### config.mk
export PLATFORM = sky130hd
export DESIGN_NAME = serial_add_acc
export DESIGN_NICKNAME = d
export VERILOG_FILES = /design/src/rtl/serial_add_acc.sv
export SDC_FILE = /design/constraint.sdc
export NUM_CORES = 1
export LEC_CHECK = 0
export CAP_MARGIN = 20
export CORE_ASPECT_RATIO = 1.2
export CORE_MARGIN = 2
export CORE_UTILIZATION = 47
export DETAILED_ROUTE_END_ITERATION = 10
export PLACE_DENSITY = 0.75
export SYNTH_ARGS = -nofsm -noshare
export SYNTH_HDL_FRONTEND = slang
export SYNTH_SLANG_ARGS = --single-unit
### constraint.sdc
create_clock -name clk -period 1.6 [get_ports clk]
set_input_delay 0.32 -clock clk [delete_from_list [all_inputs] [get_ports clk]]
set_output_delay 0.32 -clock clk [all_outputs]
set_load 0.01 [all_outputs]
### src/rtl/serial_add_acc.sv
// serial_add_acc: bit-serial add/subtract of two WIDTH-bit operands, DIGIT bits per cycle, feeding a result accumulator.
// Latency: N = WIDTH/DIGIT cycles from accept to out_valid; one result per N+2 cycles when out_ready is held high.
// Backpressure: in_ready is high only in IDLE. The result and flags are held in DONE until out_ready, and no request is queued.
// Ports: clk/rst (async active-high); in_valid/in_ready request handshake with a, b, sub, acc_sel;
//        clr accumulator clear; out_valid/out_ready result handshake with sum, carry, overflow, zero.
module serial_add_acc #(
  parameter int WIDTH = 8,
  parameter int DIGIT = 1
) (
  input  logic             clk,
  input  logic             rst,
  input  logic             in_valid,
  output logic             in_ready,
  input  logic [WIDTH-1:0] a,
  input  logic [WIDTH-1:0] b,
  input  logic             sub,
  input  logic             acc_sel,
  input  logic             clr,
  output logic             out_valid,
  input  logic             out_ready,
  output logic [WIDTH-1:0] sum,
  output logic             carry,
  output logic             overflow,
  output logic             zero
);

  localparam int N  = WIDTH / DIGIT;
  localparam int CW = (N > 1) ? $clog2(N) : 1;
  localparam logic [CW-1:0] LAST = CW'(N - 1);

  typedef enum logic [1:0] {IDLE, RUN, DONE} state_t;

  state_t           state;
  logic [WIDTH-1:0] a_sh;
  logic [WIDTH-1:0] b_sh;
  logic [WIDTH-1:0] res_sh;
  logic [WIDTH-1:0] acc;
  logic             cy;
  logic [CW-1:0]    cnt;

  logic [DIGIT-1:0] dsum;
  logic             dcout;
  logic             dcmsb;
  logic [WIDTH-1:0] res_next;

  // One DIGIT-wide ripple stage. dcmsb is the carry into the top bit of the digit.
  // On the final digit that bit is the operand MSB, so dcmsb ^ dcout gives the signed overflow.
  always_comb begin
    logic c;
    c     = cy;
    dsum  = '0;
    dcmsb = cy;
    for (int i = 0; i < DIGIT; i++) begin
      if (i == DIGIT - 1) dcmsb = c;
      dsum[i] = a_sh[i] ^ b_sh[i] ^ c;
      c       = (a_sh[i] & b_sh[i]) | (c & (a_sh[i] ^ b_sh[i]));
    end
    dcout    = c;
    // Result digits enter at the MSB end, so after N shifts the LSB digit sits at bit 0.
    res_next = (res_sh >> DIGIT) | (WIDTH'(dsum) << (WIDTH - DIGIT));
  end

  assign in_ready  = (state == IDLE);
  assign out_valid = (state == DONE);

  always_ff @(posedge clk or posedge rst) begin
    if (rst) begin
      state    <= IDLE;
      a_sh     <= '0;
      b_sh     <= '0;
      res_sh   <= '0;
      acc      <= '0;
      cy       <= 1'b0;
      cnt      <= '0;
      sum      <= '0;
      carry    <= 1'b0;
      overflow <= 1'b0;
      zero     <= 1'b0;
    end else begin
      case (state)
        IDLE: begin
          if (in_valid) begin
            a_sh  <= acc_sel ? acc : a;
            // Subtraction is A + ~B + 1: the +1 enters through the initial carry.
            b_sh  <= sub ? ~b : b;
            cy    <= sub;
            cnt   <= '0;
            state <= RUN;
          end
        end
        RUN: begin
          a_sh   <= a_sh >> DIGIT;
          b_sh   <= b_sh >> DIGIT;
          res_sh <= res_next;
          cy     <= dcout;
          cnt    <= cnt + 1'b1;
          if (cnt == LAST) begin
            sum      <= res_next;
            carry    <= dcout;
            overflow <= dcmsb ^ dcout;
            zero     <= (res_next == '0);
            state    <= DONE;
          end
        end
        DONE: begin
          if (out_ready) begin
            acc   <= sum;
            state <= IDLE;
          end
        end
        default: state <= IDLE;
      endcase
      // Placed last so a clear beats an accumulator load on the same edge.
      if (clr) acc <= '0;
    end
  end

endmodule

==> impl_metrics.tcl, run 1 <==
set metrics [dict create \
    status "complete, no violations" \
    timing.fmax_mhz 643.4 \
    gr-total-overflow 0 \
    tightestPinTransition_ns 0.2755 \
    num_io_pins 36 \
    tritoncts_clock_tree "built" \
    drtAntennaViolNets 0 \
    criticalPathCategory "reg2out" \
    design.final.nets 259 \
    core-area_sq_um 4527 \
    clock_insertion_delay_worst_skew_ns 0.30 \
    synthToLayoutAreaGrowth_pct 32.99 \
    floorplan.initialDensity 0.4784 \
    family_with_the_most_delay_on_the_worst_path "buffers and inverters" \
    dp_slack_ns -0.09151 \
    synth_warnings 0 \
    drt_pass1_iterations 4 \
    wire_per_inst_um 14.45 \
    timing.reg2reg.worst_path_depth 5 \
    rows 27 \
    drive_above_1_share 0.2436 \
    total_power_mw 4.351 \
    leakagePower_nw 1.410 \
    clkSlewWorstSetupHoldPaths_ns 0.09 \
    power_density_nw_per_um2 1511 \
    fin_crit_sh 0.9715 \
    total_standard_cell_area_after_synthesis_sq_um 2166 \
    die_w_um 65.97 \
    timing.critical_path.required_ns 1.28 \
    syn-mean-instance-area_sq_um 12.10 \
    grt_start_max_net_pins 49 \
    via_count_of_the_first_global_routing_pass 1576 \
    gp_routability_congestion 0.8160 \
    port_buffers 35 \
    synth_seq_cells 48 \
    slowest_delay_ns 0.55 \
    h-tree-depth 2 \
    crit_path_start_kind "register" \
    die_area_sq_um 5169 \
    grt_usage 0.1875 \
    cts_sinks 48 \
    hpwlAfterDp_um 3056 \
    root_driver "sky130_fd_sc_hd__clkbuf_8" \
    grt_first_pass_wirelength_um 7383 \
    finalHoldViolCount 0 \
    maxSlewViolCount 0 \
    vdd.ir_drop.worst_mv 1.032 \
    path_cells "clkdlybuf4s50_1" \
    worstPathMaxFanout 3 \
    antenna_cells 0 \
    post-place-cells 278 \
    setup_viol_count_final 0 \
    netlist_instances 179 \
    number_of_distinct_library_cells_after_synthesis 26 \
    synthesis.nets 205 \
    cp.buffers_inverters 1 \
    endpoint_kind "primary output" \
    critical-path-slowest-cell "sky130_fd_sc_hd__clkdlybuf4s50_1" \
    post_layout_nonfiller_instances 292 \
    final_critical_path_setup_slack_ns 0.04566 \
    route.detailed.drc 0 \
    num_vias 1513 \
    floorplan.die.height_um 78.36 \
    remaining_max_slew_budget_at_the_tightest_pin 0.8158 \
    antenna_violations_before_repair 0 \
    post_route_minimum_period_ns 1.554 \
    tns_ns 0 \
    starting_drt_drc_count 55 \
    timing.hold.worst.class "in2async" \
    cts-root-to-sink-buffers 2 \
    max-cap-violations 0 \
    number_of_clock_buffers_inserted_by_tritoncts 5 \
    crit_cells 1 \
    synth_sequential_area_ratio 0.5546 \
    per_cell_via_count_in_the_routed_design 5.182 \
    finClkSkew_ns 0.004611 \
    totalWireLength_um 4218 \
    worstPathArrival_ns 1.23 \
]
synthesized netlist by cell type (all sizes together):
master | instances | area [sq um]
fa | 1 | 20.02
ha | 2 | 25.02
a22o | 2 | 17.52
nor4 | 2 | 12.51
xnor2 | 9 | 78.83
inv | 3 | 11.26
o211ai | 7 | 52.55
mux2i | 17 | 170.2
a21oi | 1 | 5.000
nand3b | 9 | 67.56
dfrtp | 48 | 1201
nand2b | 1 | 6.260
nor2 | 17 | 63.81
or3b | 1 | 8.760
o21ai | 6 | 30.03
a221o | 7 | 70.07
buf | 7 | 40.03
clkbuf | 6 | 22.52
and3b | 1 | 8.760
nand2 | 13 | 48.80
mux2 | 17 | 191.4
o21bai | 1 | 7.510
nor2b | 1 | 6.260
stage by stage:
step	utilization	hold WS, ns	cell area, sq um
global route	0.6363	0.3923	2880
finish	0.6363	0.3536	2880
floorplan	-	0.4276	2166
detailed placement	0.5978	0.4859	2706
CTS	0.6197	0.3651	2805
global placement	0.5978	0.4689	2706
layout by cell type, fill, tap and decap left out, types with 2 or more instances in the layout:
master,n
sky130_fd_sc_hd__dfrtp_1,48
sky130_fd_sc_hd__clkdlybuf4s50_1,28
sky130_fd_sc_hd__buf_4,20
sky130_fd_sc_hd__mux2i_1,17
sky130_fd_sc_hd__mux2_2,17
sky130_fd_sc_hd__nor2_1,15
sky130_fd_sc_hd__nand2_1,13
sky130_fd_sc_hd__xnor2_1,9
sky130_fd_sc_hd__nand3b_1,9
sky130_fd_sc_hd__o211ai_1,7
sky130_fd_sc_hd__a221o_1,7
sky130_fd_sc_hd__clkbuf_8,6
sky130_fd_sc_hd__dlymetal6s2s_1,5
sky130_fd_sc_hd__o21ai_0,3
sky130_fd_sc_hd__buf_12,3
sky130_fd_sc_hd__nor2_2,2
sky130_fd_sc_hd__a22o_1,2
sky130_fd_sc_hd__o21ai_1,2
sky130_fd_sc_hd__inv_1,2
sky130_fd_sc_hd__clkinvlp_4,2
sky130_fd_sc_hd__buf_6,2
final timing paths:
check                        from  endpoint  slack (ns)
hold reg to reg              zero      zero        0.49
setup reg to reg           cnt[0]    sum[4]        0.06
max in group asynchronous     rst    sum[4]        1.03
min in group clk             zero      zero        0.49
setup / recovery           sum[7]    sum[7]        0.05
hold / removal                rst   b_sh[4]        0.35
state kept, by name, summed over array words and instances, names as in the netlist:
register,cells
a_sh,8
acc,8
b_sh,8
sum,8
res_sh,7
cnt,3
state,2
carry,1
cy,1
overflow,1
zero,1
where the power goes:
group,switching [mW],internal [mW],leakage [nW]
clock network,0.412,0.350,0.0434
registers,0.302,1.62,0.630
logic,0.683,0.988,0.737
cell type report:
class	instances	area (sq um)
fillers	360	1647
flip-flops and latches	48	1201
multi-input cells	115	908.4
repair buffers	60	589.3
clock buffers	6	82.58
well taps	58	72.57
clock inverters	2	15.01
inverters	3	11.26
cells by family after synthesis:
logic type | synth area share
flip-flops | 0.5546
multiplexers | 0.1670
XOR/XNOR | 0.03640
AO/OA/AOI/OAI | 0.08435
adder cells (fa/ha/maj) | 0.02080
AND/OR/NAND/NOR | 0.1028
buffers and inverters | 0.03408
per-layer routing:
metal  global-route usage  up-vias  wire [um]  part of all wire
met1               0.2476      748       1850              0.44
met3              0.04155        6        133             0.032
met2               0.3010       23       2163              0.51
met5                    0        -          0                 0
li1                     -      736          -                 -
met4              0.07143        0         71             0.017
timing repair:
item,in CTS,in global routing
gates resized for setup,5,13
setup endpoints to repair,2,17
hold buffers,0,0
pin swaps,0,3
buffers inserted,1,5
No activity file was read; power rests on OpenSTA's default activity.
==> run 2, diff against run 1 <==
--- a/config.mk
+++ b/config.mk
@@ -8,9 +8,9 @@
 export CAP_MARGIN = 20
 export CORE_ASPECT_RATIO = 1.2
 export CORE_MARGIN = 2
-export CORE_UTILIZATION = 47
+export CORE_UTILIZATION = 52
 export DETAILED_ROUTE_END_ITERATION = 10
-export PLACE_DENSITY = 0.75
+export PLACE_DENSITY = 0.78
 export SYNTH_ARGS = -nofsm -noshare
 export SYNTH_HDL_FRONTEND = slang
 export SYNTH_SLANG_ARGS = --single-unit
==> constraint.sdc (replaced) <==
create_clock -name clk -period 1.78 [get_ports clk]
set_input_delay 0.356 -clock clk [delete_from_list [all_inputs] [get_ports clk]]
set_output_delay 0.356 -clock clk [all_outputs]
set_load 0.01 [all_outputs]
==> impl_metrics.tcl, run 2 (synthesis gave the netlist of run 1 again) <==
set metrics [dict create \
    tightestPinTransition_ns 0.2719 \
    post_cts_hold_buffer_count 0 \
    post_route_minimum_period_ns 1.656 \
    route.detailed.drc 0 \
    wire_per_inst_um 16.09 \
    cts-root-to-sink-buffers 2 \
    critical-path-slowest-cell "sky130_fd_sc_hd__dfrtp_1" \
    pwr-share-clk 0.224 \
    max-cap-violations 0 \
    remaining_max_slew_budget_at_the_tightest_pin 0.8181 \
    timing.critical_path.required_ns 1.42 \
    p_sw_mw 1.244 \
    path_cells "buf_4 -> nand2b_1 -> inv_1 -> dlygate4sd2_1" \
    post-route-util 0.7011 \
    via_count_of_the_first_global_routing_pass 1622 \
    tritoncts_clock_tree "built" \
    crit_path_start_kind "register" \
    drtAntennaViolNets 0 \
    final_critical_path_setup_slack_ns 0.1240 \
    root_driver "sky130_fd_sc_hd__clkbuf_8" \
    grt_usage 0.2199 \
    design.final.nets 250 \
    totalWireLength_um 4473 \
    setup_viol_count_final 0 \
    drt_pass1_iterations 5 \
    finalHoldViolCount 0 \
    fin_crit_sh 0.9303 \
    per_cell_via_count_in_the_routed_design 5.536 \
    p_int_mw 2.821 \
    port_buffers 35 \
    drive_above_1_share 0.1830 \
    die_w_um 62.92 \
    number_of_clock_buffers_inserted_by_tritoncts 5 \
    endpoint_kind "primary output" \
    floorplan.die.height_um 74.70 \
    timing.fmax_mhz 603.9 \
    num_vias 1539 \
    timing.hold.worst.class "in2async" \
    cp.buffers_inverters 3 \
    power_density_nw_per_um2 1460 \
    grt_first_pass_wirelength_um 7866 \
    die_area_sq_um 4699 \
    final_common_cell "sky130_fd_sc_hd__dfrtp_1" \
    grt_start_max_net_pins 49 \
    core-area_sq_um 3973 \
    synthToLayoutAreaGrowth_pct 28.60 \
    finClkSkew_ns 0.001992 \
    gr-total-overflow 0 \
    worstPathArrival_ns 1.30 \
    antenna_violations_before_repair 0 \
    cts_sinks 48 \
    leakagePower_nw 1.319 \
    most-common-layout-cells "47 x sky130_fd_sc_hd__dfrtp_1, 33 x sky130_fd_sc_hd__clkdlybuf4s50_1, 17 x sky130_fd_sc_hd__mux2i_1, 17 x sky130_fd_sc_hd__nor2_1, 17 x sky130_fd_sc_hd__mux2_2" \
    criticalPathCategory "reg2out" \
    num_io_pins 36 \
    dp_slack_ns 0.01904 \
    hold_slack_ns 0.3838 \
    status "complete, no violations" \
    rows 25 \
    clkSlewWorstSetupHoldPaths_ns 0.08 \
    clock_insertion_delay_worst_skew_ns 0.31 \
    hpwlAfterDp_um 3256 \
    slowest_delay_ns 0.40 \
    maxSlewViolCount 0 \
    combinationalPowerShare 0.348 \
    tns_ns 0 \
    h-tree-depth 2 \
    gp_routability_congestion 0.8662 \
    power.sequential.fraction 0.428 \
    antenna_cells 0 \
    starting_drt_drc_count 55 \
    grt_setup_unrepaired "no" \
    family_with_the_most_delay_on_the_worst_path "buffers and inverters" \
    power.switching_fraction 0.3061 \
    vdd.ir_drop.worst_mv 0.9337 \
    worstPathMaxFanout 6 \
    floorplan.initialDensity 0.5452 \
]
## run 2: power by group through the flow
stage	clock network, mW	registers, mW	logic [mW]
after floorplan	0	1.72	0.841
after global placement	0	1.74	1.31
after detailed placement	0	1.77	1.39
final	0.911	1.74	1.41
after CTS	0.927	1.74	1.43
after global routing	0.968	1.80	1.54
## run 2: final cells by class
type | count | area, sq um
fillers | 311 | 1187
repair buffers | 51 | 484.2
clock buffers | 5 | 68.82
clock inverters | 2 | 60.06
flip-flops and latches | 48 | 1202
inverters | 3 | 11.26
multi-input cells | 115 | 890.9
well taps | 54 | 67.56
## run 2: metal layers
layer  GRT usage  vias to the layer above  part of all wire  routed length [um]
li1            -                      721                 -                   -
met1      0.2666                      778              0.42                1880
met2      0.3783                       31              0.51                2286
met3     0.06726                        9             0.050                 224
met4     0.07901                        0             0.018                  82
met5           0                        -                 0                   0
## run 2: final timing paths
path | start | end | slack (ns) | depth (start not counted)
min | rst | b_sh[3] | 0.38 | 3
min reg2reg | a_sh[7] | a_sh[7] | 0.50 | 2
max reg2reg | a_sh[0] | zero | 0.16 | 4
max | state[1] | out_valid | 0.12 | 4
max in group asynchronous | rst | state[0] | 1.17 | 3
min in group clk | a_sh[7] | a_sh[7] | 0.50 | 2
## run 2: timing repair
action,CTS,global route
pin swaps,0,0
gates resized for setup,2,1
setup buffers,2,0
endpoints found under the setup margin,2,1
## run 2: metrics by stage
stage,power [mW],std cells,cell area (sq um)
after floorplan,2.559,179,2166
after global placement,3.049,269,2639
after detailed placement,3.159,269,2639
after CTS,4.096,278,2783
after global routing,4.304,278,2785
final,4.065,278,2785
## run 2: worst min-delay path, stage by stage
cell and delay, ns:
sky130_fd_sc_hd__clkdlybuf4s50_1 0.40, sky130_fd_sc_hd__clkinv_1 0.07, sky130_fd_sc_hd__buf_12 0.24
==> run 3, diff against run 2 <==
--- a/config.mk
+++ b/config.mk
@@ -11,6 +11,7 @@
 export CORE_UTILIZATION = 52
 export DETAILED_ROUTE_END_ITERATION = 10
 export PLACE_DENSITY = 0.78
+export SETUP_SLACK_MARGIN = 0.15
 export SYNTH_ARGS = -nofsm -noshare
 export SYNTH_HDL_FRONTEND = slang
 export SYNTH_SLANG_ARGS = --single-unit
==> impl_metrics.tcl, run 3 (synthesis gave the netlist of run 1 again) <==
set metrics [dict create \
    num_io_pins 36 \
    timing.fmax_mhz 624.6 \
    die_w_um 62.92 \
    criticalPathCategory "reg2out" \
    grt_usage 0.2199 \
    root_driver "sky130_fd_sc_hd__clkbuf_8" \
    clkSlewWorstSetupHoldPaths_ns 0.09 \
    status "complete, no violations" \
    route.detailed.drc 0 \
    antenna_cells 0 \
    cts-root-to-sink-buffers 2 \
    drt_pass1_iterations 4 \
    endpoint_kind "primary output" \
    design.final.nets 254 \
    crit_path_start_kind "register" \
    finalHoldViolCount 0 \
    die_area_sq_um 4699 \
    setup_viol_count_final 0 \
    post_cts_hold_buffer_count 0 \
    via_count_of_the_first_global_routing_pass 1622 \
    number_of_clock_buffers_inserted_by_tritoncts 5 \
    drtAntennaViolNets 0 \
    final_critical_path_setup_slack_ns 0.1789 \
    fin_crit_sh 0.8995 \
    tightestPinTransition_ns 0.2743 \
    totalWireLength_um 4604 \
    worstPathMaxFanout 3 \
    gr-total-overflow 0 \
    grt_setup_unrepaired "yes" \
    port_buffers 35 \
    leakagePower_nw 1.405 \
    drive_above_1_share 0.2193 \
    tritoncts_clock_tree "built" \
    rows 25 \
    grt_start_max_net_pins 49 \
    max-cap-violations 0 \
    core-area_sq_um 3973 \
    clock_insertion_delay_worst_skew_ns 0.31 \
    antenna_violations_before_repair 0 \
    floorplan.initialDensity 0.5452 \
    most-common-layout-cells "46 x sky130_fd_sc_hd__dfrtp_1, 28 x sky130_fd_sc_hd__clkdlybuf4s50_1, 17 x sky130_fd_sc_hd__mux2i_1, 17 x sky130_fd_sc_hd__mux2_2" \
    post_route_minimum_period_ns 1.601 \
    final_common_cell "sky130_fd_sc_hd__dfrtp_1" \
    floorplan.die.height_um 74.70 \
    remaining_max_slew_budget_at_the_tightest_pin 0.8165 \
    finClkSkew_ns 0.004176 \
    num_vias 1558 \
    gp_routability_congestion 0.8662 \
    synthToLayoutAreaGrowth_pct 31.83 \
    vdd.ir_drop.worst_mv 0.9327 \
    hpwlAfterDp_um 3256 \
    timing.critical_path.required_ns 1.42 \
    timing.hold.worst.class "in2async" \
    tns_ns 0 \
    power_density_nw_per_um2 1451 \
    h-tree-depth 2 \
    wire_per_inst_um 16.33 \
    cts_sinks 48 \
    dp_slack_ns 0.01904 \
    per_cell_via_count_in_the_routed_design 5.525 \
    fillCellCount 299 \
    worstPathArrival_ns 1.25 \
    grt_first_pass_wirelength_um 7866 \
    starting_drt_drc_count 90 \
    maxSlewViolCount 0 \
]
[run 3: stage by stage]
step | hold slack [ns] | cell area [sq um] | util | total power [mW] | cells
after global placement | 0.4674 | 2639 | 0.6643 | 3.049 | 269
after detailed placement | 0.4831 | 2639 | 0.6643 | 3.159 | 269
final | 0.3825 | 2855 | 0.7187 | 4.144 | 282
after CTS | 0.3946 | 2781 | 0.7002 | 4.090 | 278
after floorplan | 0.4560 | 2166 | - | 2.559 | 179
after global routing | 0.4058 | 2855 | 0.7187 | 4.371 | 282
[run 3: routing by layer]
layer / wire [um] / GRT usage / part of all wire / vias to the layer above
met5: 0 / 0 / 0 / -
met4: 73 / 0.07901 / 0.016 / 0
met3: 214 / 0.06726 / 0.046 / 7
met2: 2404 / 0.3783 / 0.52 / 34
met1: 1911 / 0.2666 / 0.42 / 790
li1: - / - / - / 727
[run 3: what timing repair did]
action | CTS | global route
pin swaps | 1 | 2
setup buffers | 2 | 4
resized for setup | 3 | 15
setup endpoints to repair | 3 | 32
[run 3: worst paths after layout]
kind,startpoint,end,slack (ns),cells past startpoint
max reg2reg,state[0],a_sh[4],0.19,6
min in group clk,a_sh[7],a_sh[7],0.50,2
max in group asynchronous,rst,state[0],1.16,3
min reg2reg,a_sh[7],a_sh[7],0.50,2
min,rst,cnt[1],0.38,3
max,state[0],in_ready,0.18,3
[run 3: critical path: stages (launching register included)]
cell                            delay, ns
sky130_fd_sc_hd__dfrtp_2             0.44
sky130_fd_sc_hd__buf_4               0.14
sky130_fd_sc_hd__nor2_1              0.08
sky130_fd_sc_hd__dlygate4sd2_1       0.27
[run 3: final cells by class]
type / instances / area (sq um) / share of cell area
clock buffers: 5 / 68.82 / 0.02410
multi-input cells: 115 / 905.9 / 0.3173
clock inverters: 2 / 60.06 / 0.02103
inverters: 3 / 11.26 / 0.003944
repair buffers: 55 / 538.0 / 0.1884
well taps: 54 / 67.56 / 0.02366
flip-flops and latches: 48 / 1204 / 0.4216
[run 3: power breakdown]
group	internal [mW]	switching, mW
Sequential	1.46	0.284
Clock	0.553	0.368
Combinational	0.856	0.626
